### src/rtl/conv_frame_seq.sv
// conv_frame_seq
//   Frame sequencer placed in front of conv_cntrl. It checks the SOF/EOL
//   framing of an AXI-Stream-like video input against a configured frame size,
//   forwards well-formed pixels with zero latency, and after the final pixel
//   of a frame injects 2*W+4 flush beats (zero data) so the downstream line
//   buffers and window pipeline drain.
//
// Ports
//   clk, arst_n                  clock, asynchronous active-low reset
//   cfg_width_i, cfg_height_i    frame size W x H, sampled at start of frame
//   s_tvalid_i/s_tdata_i/
//   s_tuser_i/s_tlast_i          upstream stream (tuser = SOF, tlast = EOL)
//   s_tready_o                   upstream ready
//   m_tvalid_o/m_tdata_o/
//   m_tuser_o/m_tlast_o          downstream stream toward conv_cntrl
//   m_tflush_o                   marks a sequencer-generated flush beat
//   m_tready_i                   downstream ready
//   busy_o                       frame or flush in progress
//   frame_done_o                 1-cycle pulse after the last flush beat
//   err_o                        1-cycle pulse after a framing error
module conv_frame_seq #(
    parameter int PIXEL_W = 8,
    parameter int DIM_W   = 12
) (
    input  logic               clk,
    input  logic               arst_n,
    input  logic [DIM_W-1:0]   cfg_width_i,
    input  logic [DIM_W-1:0]   cfg_height_i,
    input  logic               s_tvalid_i,
    input  logic [PIXEL_W-1:0] s_tdata_i,
    input  logic               s_tuser_i,
    input  logic               s_tlast_i,
    output logic               s_tready_o,
    output logic               m_tvalid_o,
    output logic [PIXEL_W-1:0] m_tdata_o,
    output logic               m_tuser_o,
    output logic               m_tlast_o,
    output logic               m_tflush_o,
    input  logic               m_tready_i,
    output logic               busy_o,
    output logic               frame_done_o,
    output logic               err_o
);

    localparam int CW = DIM_W + 1;
    // 2*W+4 needs one more bit than the position counters.
    localparam int FW = DIM_W + 2;

    typedef enum logic [1:0] {S_IDLE, S_ACTIVE, S_FLUSH, S_DROP} state_t;

    state_t        state_q, state_d;
    logic [CW-1:0] col_q, col_d;
    logic [CW-1:0] row_q, row_d;
    logic [CW-1:0] wid_q, wid_d;
    logic [CW-1:0] hgt_q, hgt_d;
    logic [FW-1:0] fcnt_q, fcnt_d;
    logic          err_q, err_d;
    logic          done_q, done_d;

    logic          s_xfer;
    logic          col_last;
    logic          row_last;
    logic          sof_pos;
    logic          beat_bad;
    logic [FW-1:0] w_ext;
    logic [FW-1:0] fl_eol0;
    logic [FW-1:0] fl_eol1;
    logic [FW-1:0] fl_end;

    assign s_xfer   = s_tvalid_i & m_tready_i;
    assign col_last = (col_q == wid_q - CW'(1));
    assign row_last = (row_q == hgt_q - CW'(1));
    assign sof_pos  = (col_q == '0) && (row_q == '0);
    // SOF is only legal at the frame origin; EOL must coincide with the last column.
    assign beat_bad = (s_tuser_i & ~sof_pos) | (s_tlast_i != col_last);

    // Flush EOL positions are W-1 and 2W-1 (index mod W = W-1 within the first 2W beats).
    assign w_ext   = FW'(wid_q);
    assign fl_eol0 = w_ext - FW'(1);
    assign fl_eol1 = (w_ext << 1) - FW'(1);
    assign fl_end  = (w_ext << 1) + FW'(3);

    always_ff @(posedge clk or negedge arst_n) begin
        if (!arst_n) begin
            state_q <= S_IDLE;
            col_q   <= '0;
            row_q   <= '0;
            wid_q   <= '0;
            hgt_q   <= '0;
            fcnt_q  <= '0;
            err_q   <= 1'b0;
            done_q  <= 1'b0;
        end else begin
            state_q <= state_d;
            col_q   <= col_d;
            row_q   <= row_d;
            wid_q   <= wid_d;
            hgt_q   <= hgt_d;
            fcnt_q  <= fcnt_d;
            err_q   <= err_d;
            done_q  <= done_d;
        end
    end

    always_comb begin
        state_d = state_q;
        col_d   = col_q;
        row_d   = row_q;
        wid_d   = wid_q;
        hgt_d   = hgt_q;
        fcnt_d  = fcnt_q;
        err_d   = 1'b0;
        done_d  = 1'b0;
        case (state_q)
            S_IDLE: begin
                // The SOF beat is pixel (0,0), so the frame starts at column 1.
                if (s_xfer && s_tuser_i) begin
                    state_d = S_ACTIVE;
                    col_d   = CW'(1);
                    row_d   = '0;
                    wid_d   = CW'(cfg_width_i);
                    hgt_d   = CW'(cfg_height_i);
                end
            end
            S_ACTIVE: begin
                if (s_xfer) begin
                    if (beat_bad) begin
                        state_d = S_DROP;
                        err_d   = 1'b1;
                        col_d   = '0;
                        row_d   = '0;
                    end else if (col_last) begin
                        col_d = '0;
                        if (row_last) begin
                            row_d   = '0;
                            fcnt_d  = '0;
                            state_d = S_FLUSH;
                        end else begin
                            row_d = row_q + CW'(1);
                        end
                    end else begin
                        col_d = col_q + CW'(1);
                    end
                end
            end
            S_FLUSH: begin
                if (m_tready_i) begin
                    if (fcnt_q == fl_end) begin
                        state_d = S_IDLE;
                        done_d  = 1'b1;
                        fcnt_d  = '0;
                    end else begin
                        fcnt_d = fcnt_q + FW'(1);
                    end
                end
            end
            S_DROP: begin
                // The SOF is left pending on the input and taken by IDLE.
                if (s_tvalid_i && s_tuser_i && m_tready_i) begin
                    state_d = S_IDLE;
                end
            end
            default: state_d = S_IDLE;
        endcase
    end

    always_comb begin
        s_tready_o = m_tready_i;
        m_tvalid_o = 1'b0;
        m_tdata_o  = s_tdata_i;
        m_tuser_o  = s_tuser_i;
        m_tlast_o  = s_tlast_i;
        m_tflush_o = 1'b0;
        case (state_q)
            S_IDLE: begin
                // Gated by reset so no beat leaks out while the block is held.
                m_tvalid_o = s_tvalid_i & s_tuser_i & arst_n;
            end
            S_ACTIVE: begin
                m_tvalid_o = s_tvalid_i & ~beat_bad;
            end
            S_FLUSH: begin
                s_tready_o = 1'b0;
                m_tvalid_o = 1'b1;
                m_tdata_o  = '0;
                m_tuser_o  = (fcnt_q == '0);
                m_tlast_o  = (fcnt_q == fl_eol0) | (fcnt_q == fl_eol1);
                m_tflush_o = 1'b1;
            end
            S_DROP: begin
                s_tready_o = ~(s_tvalid_i & s_tuser_i);
            end
            default: ;
        endcase
    end

    assign busy_o       = (state_q == S_ACTIVE) || (state_q == S_FLUSH);
    assign frame_done_o = done_q;
    assign err_o        = err_q;

endmodule

### config.mk
export PLATFORM = sky130hd
export DESIGN_NAME = conv_frame_seq
export DESIGN_NICKNAME = d
export VERILOG_FILES = /design/src/rtl/conv_frame_seq.sv
export SDC_FILE = /design/constraint.sdc
export NUM_CORES = 1
export LEC_CHECK = 0
export ABC_AREA = 1
export CAP_MARGIN = 20
export CORE_UTILIZATION = 40
export DETAILED_ROUTE_END_ITERATION = 6
export PLACE_DENSITY = 0.62
export SYNTH_ARGS = -nofsm -noshare
export SYNTH_HDL_FRONTEND = slang
export SYNTH_SLANG_ARGS = --single-unit
### constraint.sdc
create_clock -name clk -period 3.1 [get_ports clk]
set_input_delay 0.62 -clock clk [delete_from_list [all_inputs] [get_ports clk]]
set_output_delay 0.62 -clock clk [all_outputs]
set_load 0.01 [all_outputs]
Word-level counts from Yosys, hierarchy flattened
Index checks and enable logic that the tools add are counted.
W data, S select, Z words.
- bits in registers: 68
- input bits: 38
- add/subtract/negate cells: 8
- equal/unequal tests: 19
- mux-type cells: 39
- bitwise logic cells: 10
- reduce and logical (&&, ||, !) cells: 16
- operators by type and width (kind ; count):
    $mux W13 ; 9
    $mux W14 ; 6
    $pmux W13 S2 ; 2
    $eq A14 B14 Y1 ; 3
    $sub A12 B1 Y13 const B ; 3
    $pmux W14 S2 ; 1
    $add A13 B1 Y13 const B ; 2
    $eq A13 B13 Y1 ; 2
    $logic_not A13 Y1 ; 2
    $mux W2 ; 8
    $ne A2 B2 Y1 const B ; 8
    $add A13 B2 Y14 const B ; 1
    $add A14 B1 Y14 const B ; 1
    $logic_not A14 Y1 ; 1
    $sub A13 B1 Y14 const B ; 1
    $mux W1 ; 9
    $mux W8 ; 1
    $pmux W2 S4 ; 1
    $reduce_and A7 Y1 ; 1
    $ne A3 B3 Y1 const B ; 2
    $reduce_and A6 Y1 ; 1
    $and A1 B1 Y1 ; 5
    $eq A2 B2 Y1 const B ; 2
    $logic_and A1 B1 Y1 ; 4
    12 further kinds ; 16

Longest topological paths before layout
Gate-level depths: netlist of the first run.
- word-level depth: 8
- gate-level depth with buffers: 22
- mapped depth without buffers: 19

Worst setup path after synthesis of the first run
No wires, ideal clock.
- kind: register to output
- from: register wid_q[0]
- to: output m_tvalid_o
- arrival: 2125 ps
- slack: 355 ps
- cell stages (with the launch flop): 19
- buffers on the path: 2
- cell sequence: dfrtp_1 -> buf_2 -> inv_2 -> ha_1 -> buf_2 -> inv_1 -> nand2_1 -> nand2_1 -> nand2_1 -> nand3_1 -> nor2_1 -> nand2_1 -> nor2_1 -> nand2_1 -> nor2_2 -> nand3_1 -> nand2_1 -> nand4_1 -> a21oi_1
- word-level cells in the longest chain between the ends: 7
- RTL lines (element ; RTL line ; RTL):
    from (decl) ; 54 ; logic [CW-1:0] wid_q, wid_d;
    from (signal assigned) ; 97 ; wid_q <= wid_d;
    $sub A12 B1 Y13 ; 71 ; assign col_last = (col_q == wid_q - CW'(1));
    $eq A13 B13 Y1 ; 71 ;
    $ne A1 B1 Y1 ; 75 ; assign beat_bad = (s_tuser_i & ~sof_pos) | (s_tlast_i != col_last);
    $or A1 B1 Y1 ; 75 ;
    $not A1 Y1 ; 180 ; m_tvalid_o = s_tvalid_i & ~beat_bad;
    $and A1 B1 Y1 ; 180 ;
    $pmux W1 S3 ; 174 ; case (state_q)
    to (decl) ; 34 ; output logic m_tvalid_o,
Every way passes these cells.

Worst setup path in the final report of the first run
- from: register wid_q[4]
- to: output m_tvalid_o
Same word-level chain as after synthesis.

==> impl_metrics.csv, run 1 <==
group,metric,value,unit
run_status,status,"finished with violations",
run_status,violations,"setup timing",
hold_path,hold_class,"primary input to async pin",
routing,first_iter_violations,400,
critical_path,required,2.48,ns
cts,cts_inserted_buffers,9,
cts,cts_root_buf,"clkbuf_16",
logic_synthesis,synthDistinctLibCells,44,
pwr,p_leak,4.00,nW
logic_synthesis,synth_top_area_cell,"dfrtp_1",
logic_synthesis,synth_area_per_cell,6.30,um2
pwr,pwr_density_cell,844,mW/mm2
critical_path,path_max_fanout,4,
placement,globalplace.congestion,0.926,
pwr,max-vdd-ir-drop,387,uV
placement,place_area,0.00745,mm2
logic_synthesis,ys.flop_type,"dfrtp_1",
routing,route.detailed.drc,0,
floorplan,dieHeight,126,um
global_routing,first_global_vias,6355,
timing,fmax,322,MHz
logic_synthesis,yosys.cell_count.top_type,"nand2_1",
routing,routedWlPerCell,15.0,um
floorplan,start_util,40.8,%
timing,worstMarginPinSlew,0.645,ns
floorplan,coreArea,0.0151,mm2
global_routing,grt_pass1_wl,32.1,mm
timing,slew_viol_final,0,
cts,cts_hold_buf,0,
timing,fin_hold_ws,0.313,ns
finish,n_antenna_cell,0,
logic_synthesis,ys_ff_latch,68,
critical_path,critPathKind,"flip-flop to output pin",
timing,skew,0.0115,ns
floorplan,die-area,0.0160,mm2
floorplan,num_rows,45,
critical_path,cp.arrival,2.49,ns
timing,timing.final.crit_share,100,%
timing,layout_setup_ws,-0.00984,ns
logic_synthesis,yosys_warnings,0,
finish,nNetsFinal,1168,
logic_synthesis,synthArstFlopShare,100,%
routing,drtPass1Iterations,5,
critical_path,crit_path_end_kind,"output pin",
global_routing,grt_antenna_before_repair,0,
logic_synthesis,seq_area_frac_synth,27.5,%
routing,antenna_left,0,
finish,syn_to_final_growth,30.1,%
routing,routed_wirelength,19.6,mm
cts,clock_path_buffers,2,
routing,num_vias,6651,
floorplan,ios,54,
logic_synthesis,yosys-top-cells-count,"nand2_1 (294), nor2_1 (125), inv_1 (124), nand3_1 (93), dfrtp_1 (68)",
flow_run,maxCapViolCount,0,
global_routing,track_usage,25.8,%
logic_synthesis,ys_top_cells_by_area,"dfrtp_1 (28%), nand2_1 (18%), xor2_1 (7.9%)",
logic_synthesis,synthesis.area,0.00618,mm2
timing,hold_violations,0,
timing,period_needed,3.11,ns
floorplan,die_x,126,um
cts,insertion_delay,0.35,ns
placement,io_buffers,53,
logic_synthesis,syn_nets,1032,
logic_synthesis,yosys.area.top_type_share,27.5,%
placement,hpwl,15.2,mm
finish,layout-drive-gt1-share,17.6,%
cts,cts_sinks,68,
routing,avgViaCountPerCell,5.08,
timing,fin_tns_setup,-0.00984,ns
timing,rsz0062_at_grt,"yes",
finish,postLayoutCellArea,0.00805,mm2
cts,h-tree-depth,3,
cts,path_clk_slew,0.07,ns
global_routing,grt-ovfl-total,0,
logic_synthesis,synth_edf_count,0,
critical_path,start_kind,"flip-flop",
timing,slew_headroom,57.0,%
cts,cts_tree,"done",
logic_synthesis,synth_cells,981,
timing,setup_viol,1,
global_routing,grt_max_degree,49,
## cell type report
class / count / area [um2]
timing repair buffer: 156 / 1340
clock inverter: 5 / 61.3
clock buffer: 11 / 243
multi-input combinational: 750 / 3970
fill: 1545 / 7100
sequential: 68 / 1700
inverter: 132 / 495
tap: 188 / 235
## layout by cell type (no fill, tap or decap), types with 5 or more instances in the layout
| master | synthesis | layout |
|---|---|---|
| a21oi_1 | 10 | 10 |
| buf_4 | 2 | 97 |
| buf_6 | 4 | 6 |
| clkbuf_16 | 0 | 9 |
| clkdlybuf4s50_1 | 0 | 50 |
| dfrtp_1 | 68 | 66 |
| ha_1 | 13 | 12 |
| inv_1 | 124 | 119 |
| inv_2 | 5 | 10 |
| nand2_1 | 294 | 278 |
| nand2_2 | 10 | 24 |
| nand2_4 | 3 | 5 |
| nand3_1 | 93 | 91 |
| nand4_1 | 26 | 26 |
| nor2_1 | 125 | 118 |
| nor2_2 | 4 | 8 |
| nor2_4 | 5 | 9 |
| nor3_1 | 24 | 22 |
| nor4_1 | 13 | 12 |
| o21ai_0 | 30 | 29 |
| o21ai_1 | 11 | 11 |
| xnor2_1 | 6 | 6 |
| xor2_1 | 56 | 56 |
## sequential cells by signal, summed over array words and instances (netlist names)
| register | flops |
|---|---|
| wid_q | 12 |
| frame_done_o | 1 |
| err_o | 1 |
| col_q | 13 |
| fcnt_q | 14 |
| state_q | 2 |
| row_q | 13 |
| hgt_q | 12 |
## critical path, stage by stage, from the launching register on
cell and delay [ns]:
dfrtp_1 0.42, nor2_4 0.19, nand2_4 0.11, buf_4 0.17, nor2_4 0.10, nand2_1 0.06
nand2_1 0.08, nand2_1 0.07, nand2_1 0.06, nand2_1 0.06, nand2_1 0.08, nor2_2 0.05
buf_4 0.13, nand2_4 0.05, nand2_2 0.05, nand2_2 0.08, nand4_1 0.07, a21oi_1 0.14
buf_2 0.15
## where the power goes
| group | internal (W) | switching, W | leakage [nW] |
|---|---|---|---|
| registers | 0.00110 | 0.000234 | 0.899 |
| clock network | 0.000647 | 0.000436 | 0.138 |
| logic | 0.00185 | 0.00253 | 2.97 |
| total | 0.00360 | 0.00320 | 4.00 |
## per-stage QoR
stage	setup WS (ns)	utilization [%]	instances	power, W
floorplan	0.355	-	981	0.00377
global placement	-0.117	49.2	1275	0.00526
detailed placement	-0.155	49.2	1275	0.00529
CTS	0.00669	51.8	1299	0.00649
global route	-0.168	53.1	1310	0.00733
finish	-0.00984	53.1	1310	0.00680
## worst paths after layout
check	from	to	slack, ns	depth (start not counted)
setup / recovery	wid_q[4]	m_tvalid_o	-0.01	18
hold / removal	arst_n	wid_q[5]	0.31	2
setup reg to reg	hgt_q[0]	fcnt_q[13]	0.34	12
hold reg to reg	hgt_q[6]	hgt_q[6]	0.53	2
max in group asynchronous	arst_n	wid_q[3]	1.78	3
min in group clk	hgt_q[6]	hgt_q[6]	0.53	2
## what timing repair did
| action | 4_1_cts | 5_1_grt |
|---|---|---|
| gates cloned | 1 | 0 |
| pin swaps | 8 | 22 |
| endpoints found under the setup margin | 2 | 2 |
| buffers inserted | 7 | 11 |
| gates resized for setup | 19 | 39 |
## layer usage
layer | routed length, um | vias to the layer above | global-route usage, %
li1 | - | 3381 | -
met1 | 8450 | 3047 | 31.6
met2 | 9790 | 192 | 45.6
met3 | 920 | 31 | 4.18
met4 | 439 | 0 | 9.64
met5 | 0 | - | 0
## cells by family (layout without fill, tap and decap cells)
kind of cell / count (synthesis) / count (layout) / share of synthesized area, %
fa+ha+maj: 13 / 13 / 2.63
buf+inv: 164 / 304 / 10.7
compound gates: 61 / 61 / 5.42
flops: 68 / 68 / 27.5
xor+xnor: 64 / 64 / 9.51
simple gates: 611 / 612 / 44.2
Power figures use the tool's default switching activity.
==> inputs of run 2 (changes only) <==
--- a/config.mk
+++ b/config.mk
@@ -9,7 +9,8 @@
 export CAP_MARGIN = 20
 export CORE_UTILIZATION = 40
 export DETAILED_ROUTE_END_ITERATION = 6
-export PLACE_DENSITY = 0.62
+export GPL_TIMING_DRIVEN = 0
+export PLACE_DENSITY = 0.71
 export SYNTH_ARGS = -nofsm -noshare
 export SYNTH_HDL_FRONTEND = slang
 export SYNTH_SLANG_ARGS = --single-unit
==> impl_metrics.csv, run 2 (same netlist as run 1, synthesis figures left out) <==
group,metric,value,unit
finish,largest-register,"fcnt_q",
critical_path,critPathLaunch,"wid_q[0]",
critical_path,required,2.48,ns
pwr,pwr-share-seq,22.1,%
pwr,power.switching,0.00306,W
placement,hpwl,13.7,mm
critical_path,cp.arrival,2.72,ns
finish,final_common_cell,"nand2_1",
finish,largest_reg_flops,14,
cts,h-tree-depth,3,
critical_path,critPathKind,"flip-flop to output pin",
floorplan,dieHeight,126,um
critical_path,worstReg2RegEnd,"state_q[1]",
pwr,p_leak,3.69,nW
finish,largestRegisters,"fcnt_q: 14 flops, col_q: 13 flops, row_q: 13 flops",
finish,postLayoutCellArea,0.00752,mm2
finish,nNetsFinal,1115,
cts,cts_root_buf,"clkbuf_16",
pwr,swShare,50.1,%
cts,cts_sinks,68,
routing,avgViaCountPerCell,5.16,
global_routing,grt-ovfl-total,0,
timing,worstMarginPinSlew,0.907,ns
finish,final_cell_mix,"nand2_1 (279), nor2_1 (123), inv_1 (120)",
placement,dp.cells,1222,
critical_path,timing.reg2reg.setup_slack,-0.10,ns
routing,route.detailed.drc,0,
cts,path_clk_slew,0.05,ns
hold_path,hold_class,"primary input to async pin",
timing,slew_viol_final,0,
timing,skew,0.00606,ns
cts,insertion_delay,0.35,ns
critical_path,cp-endpoint,"m_tvalid_o",
pwr,internal-power,0.00304,W
floorplan,ios,54,
routing,routedWlPerCell,14.7,um
routing,antenna_left,0,
floorplan,die-area,0.0160,mm2
cts,cts_inserted_buffers,9,
finish,final_util,49.6,%
timing,hold_violations,0,
finish,syn_to_final_growth,21.5,%
pwr,pwr-share-comb,61.8,%
timing,timing.final.crit_share,108,%
flow_run,maxCapViolCount,0,
timing,period_needed,3.34,ns
global_routing,grt_pass1_wl,30.4,mm
finish,final_cells,1257,
timing,setup_viol,4,
finish,n_antenna_cell,0,
timing,fmax,299,MHz
timing,slew_headroom,39.5,%
floorplan,num_rows,45,
routing,routed_wirelength,18.4,mm
global_routing,grt_antenna_before_repair,0,
run_status,violations,"setup timing",
finish,layout-drive-gt1-share,11.2,%
pwr,max-vdd-ir-drop,353,uV
run_status,status,"finished with violations",
critical_path,crit_path_end_kind,"output pin",
placement,io_buffers,53,
floorplan,die_x,126,um
cts,clock_path_buffers,2,
global_routing,grt_max_degree,70,
pwr,clkPwrFrac,16.1,%
timing,layout_setup_ws,-0.240,ns
routing,first_iter_violations,548,
pwr,pwr_density_cell,812,mW/mm2
timing,rsz0062_at_grt,"yes",
critical_path,start_kind,"flip-flop",
critical_path,r2r-start,"wid_q[0]",
critical_path,ff2ff_path_depth,28,
global_routing,first_global_vias,6091,
routing,num_vias,6484,
floorplan,start_util,40.8,%
floorplan,coreArea,0.0151,mm2
placement,place_area,0.00695,mm2
cts,cts_tree,"done",
critical_path,path_max_fanout,7,
global_routing,track_usage,24.1,%
placement,globalplace.congestion,0.974,
routing,drtPass1Iterations,6,
run 2: cell count changes in the layout (fill, tap and decap cells not counted), moves of 2 or more:
cell and change:
nor2_4 -2, buf_4 -74, buf_12 -2, inv_2 -3
buf_2 +7, clkinv_2 +3, nand2_2 -4, nand2_4 +3
nor2_2 -3, nor2_1 +5, clkbuf_1 +14
run 2: metrics by stage:
step,TNS [ns],power [W],hold slack [ns],setup slack (ns)
2_1_floorplan,0,0.00377,0.324,0.355
4_1_cts,-0.486,0.00599,0.432,-0.192
3_3_place_gp,-72.23,0.00465,0.496,-2.07
5_1_grt,-1.34,0.00660,0.480,-0.389
3_5_place_dp,-1.16,0.00470,0.503,-0.649
6_report,-0.588,0.00610,0.397,-0.240
run 2: layer usage:
| metal | vias up | GRT usage [%] | part of all wire [%] |
|---|---|---|---|
| li1 | 3272 | - | - |
| met3 | 42 | 4.43 | 5.4 |
| met5 | - | 0 | 0 |
| met1 | 2980 | 30.0 | 44 |
| met4 | 0 | 9.50 | 2.6 |
| met2 | 190 | 41.3 | 48 |
run 2: layout make-up:
cell class	count	area, um2
fillers	1518	7630
multi-input cells	750	3950
flip-flops and latches	68	1700
repair buffers	74	679
inverters	132	505
clock buffers	10	239
well taps	188	235
plain buffers	29	161
clock inverters	6	38.8
run 2: repair_timing:
| action | 4_1_cts | 5_1_grt |
|---|---|---|
| gates cloned | 1 | 0 |
| resized for setup | 39 | 15 |
| pin swaps | 16 | 14 |
| buffers inserted | 17 | 4 |
| setup endpoints to repair | 10 | 5 |
| hold buffers | 0 | 0 |
run 2: critical path, stage by stage, from the launching register on:
cell and delay [ns]:
dfrtp_1 0.40, buf_6 0.15, inv_8 0.07, ha_4 0.19, inv_4 0.04, nand2_4 0.09, nand2_4 0.06, buf_6 0.12
nand2_4 0.05, nand3_2 0.07, nor2_2 0.12, nand2_1 0.06, nor2_1 0.10, nand2_1 0.09, nor2_4 0.16, nand3_2 0.08
nand2_2 0.09, nand4_1 0.11, a21oi_1 0.16, buf_2 0.15
run 2: power groups by stage:
stage                     clock network [W]  logic (W)  registers [W]
after global placement                    0    0.00331        0.00135
after CTS                           0.00101    0.00364        0.00134
after floorplan                           0    0.00250        0.00127
after detailed placement                  0    0.00335        0.00135
final                              0.000981    0.00377        0.00135
after global routing                0.00104    0.00418        0.00138
run 2: how the worst min path moves through the flow:
stage	from	to	slack [ns]	cells past startpoint
after floorplan	arst_n	col_q[0]	0.32	0
after global placement	hgt_q[6]	hgt_q[6]	0.50	2
after detailed placement	hgt_q[6]	hgt_q[6]	0.50	2
after CTS	arst_n	wid_q[10]	0.43	1
after global routing	arst_n	wid_q[9]	0.48	1
final	arst_n	wid_q[9]	0.40	1
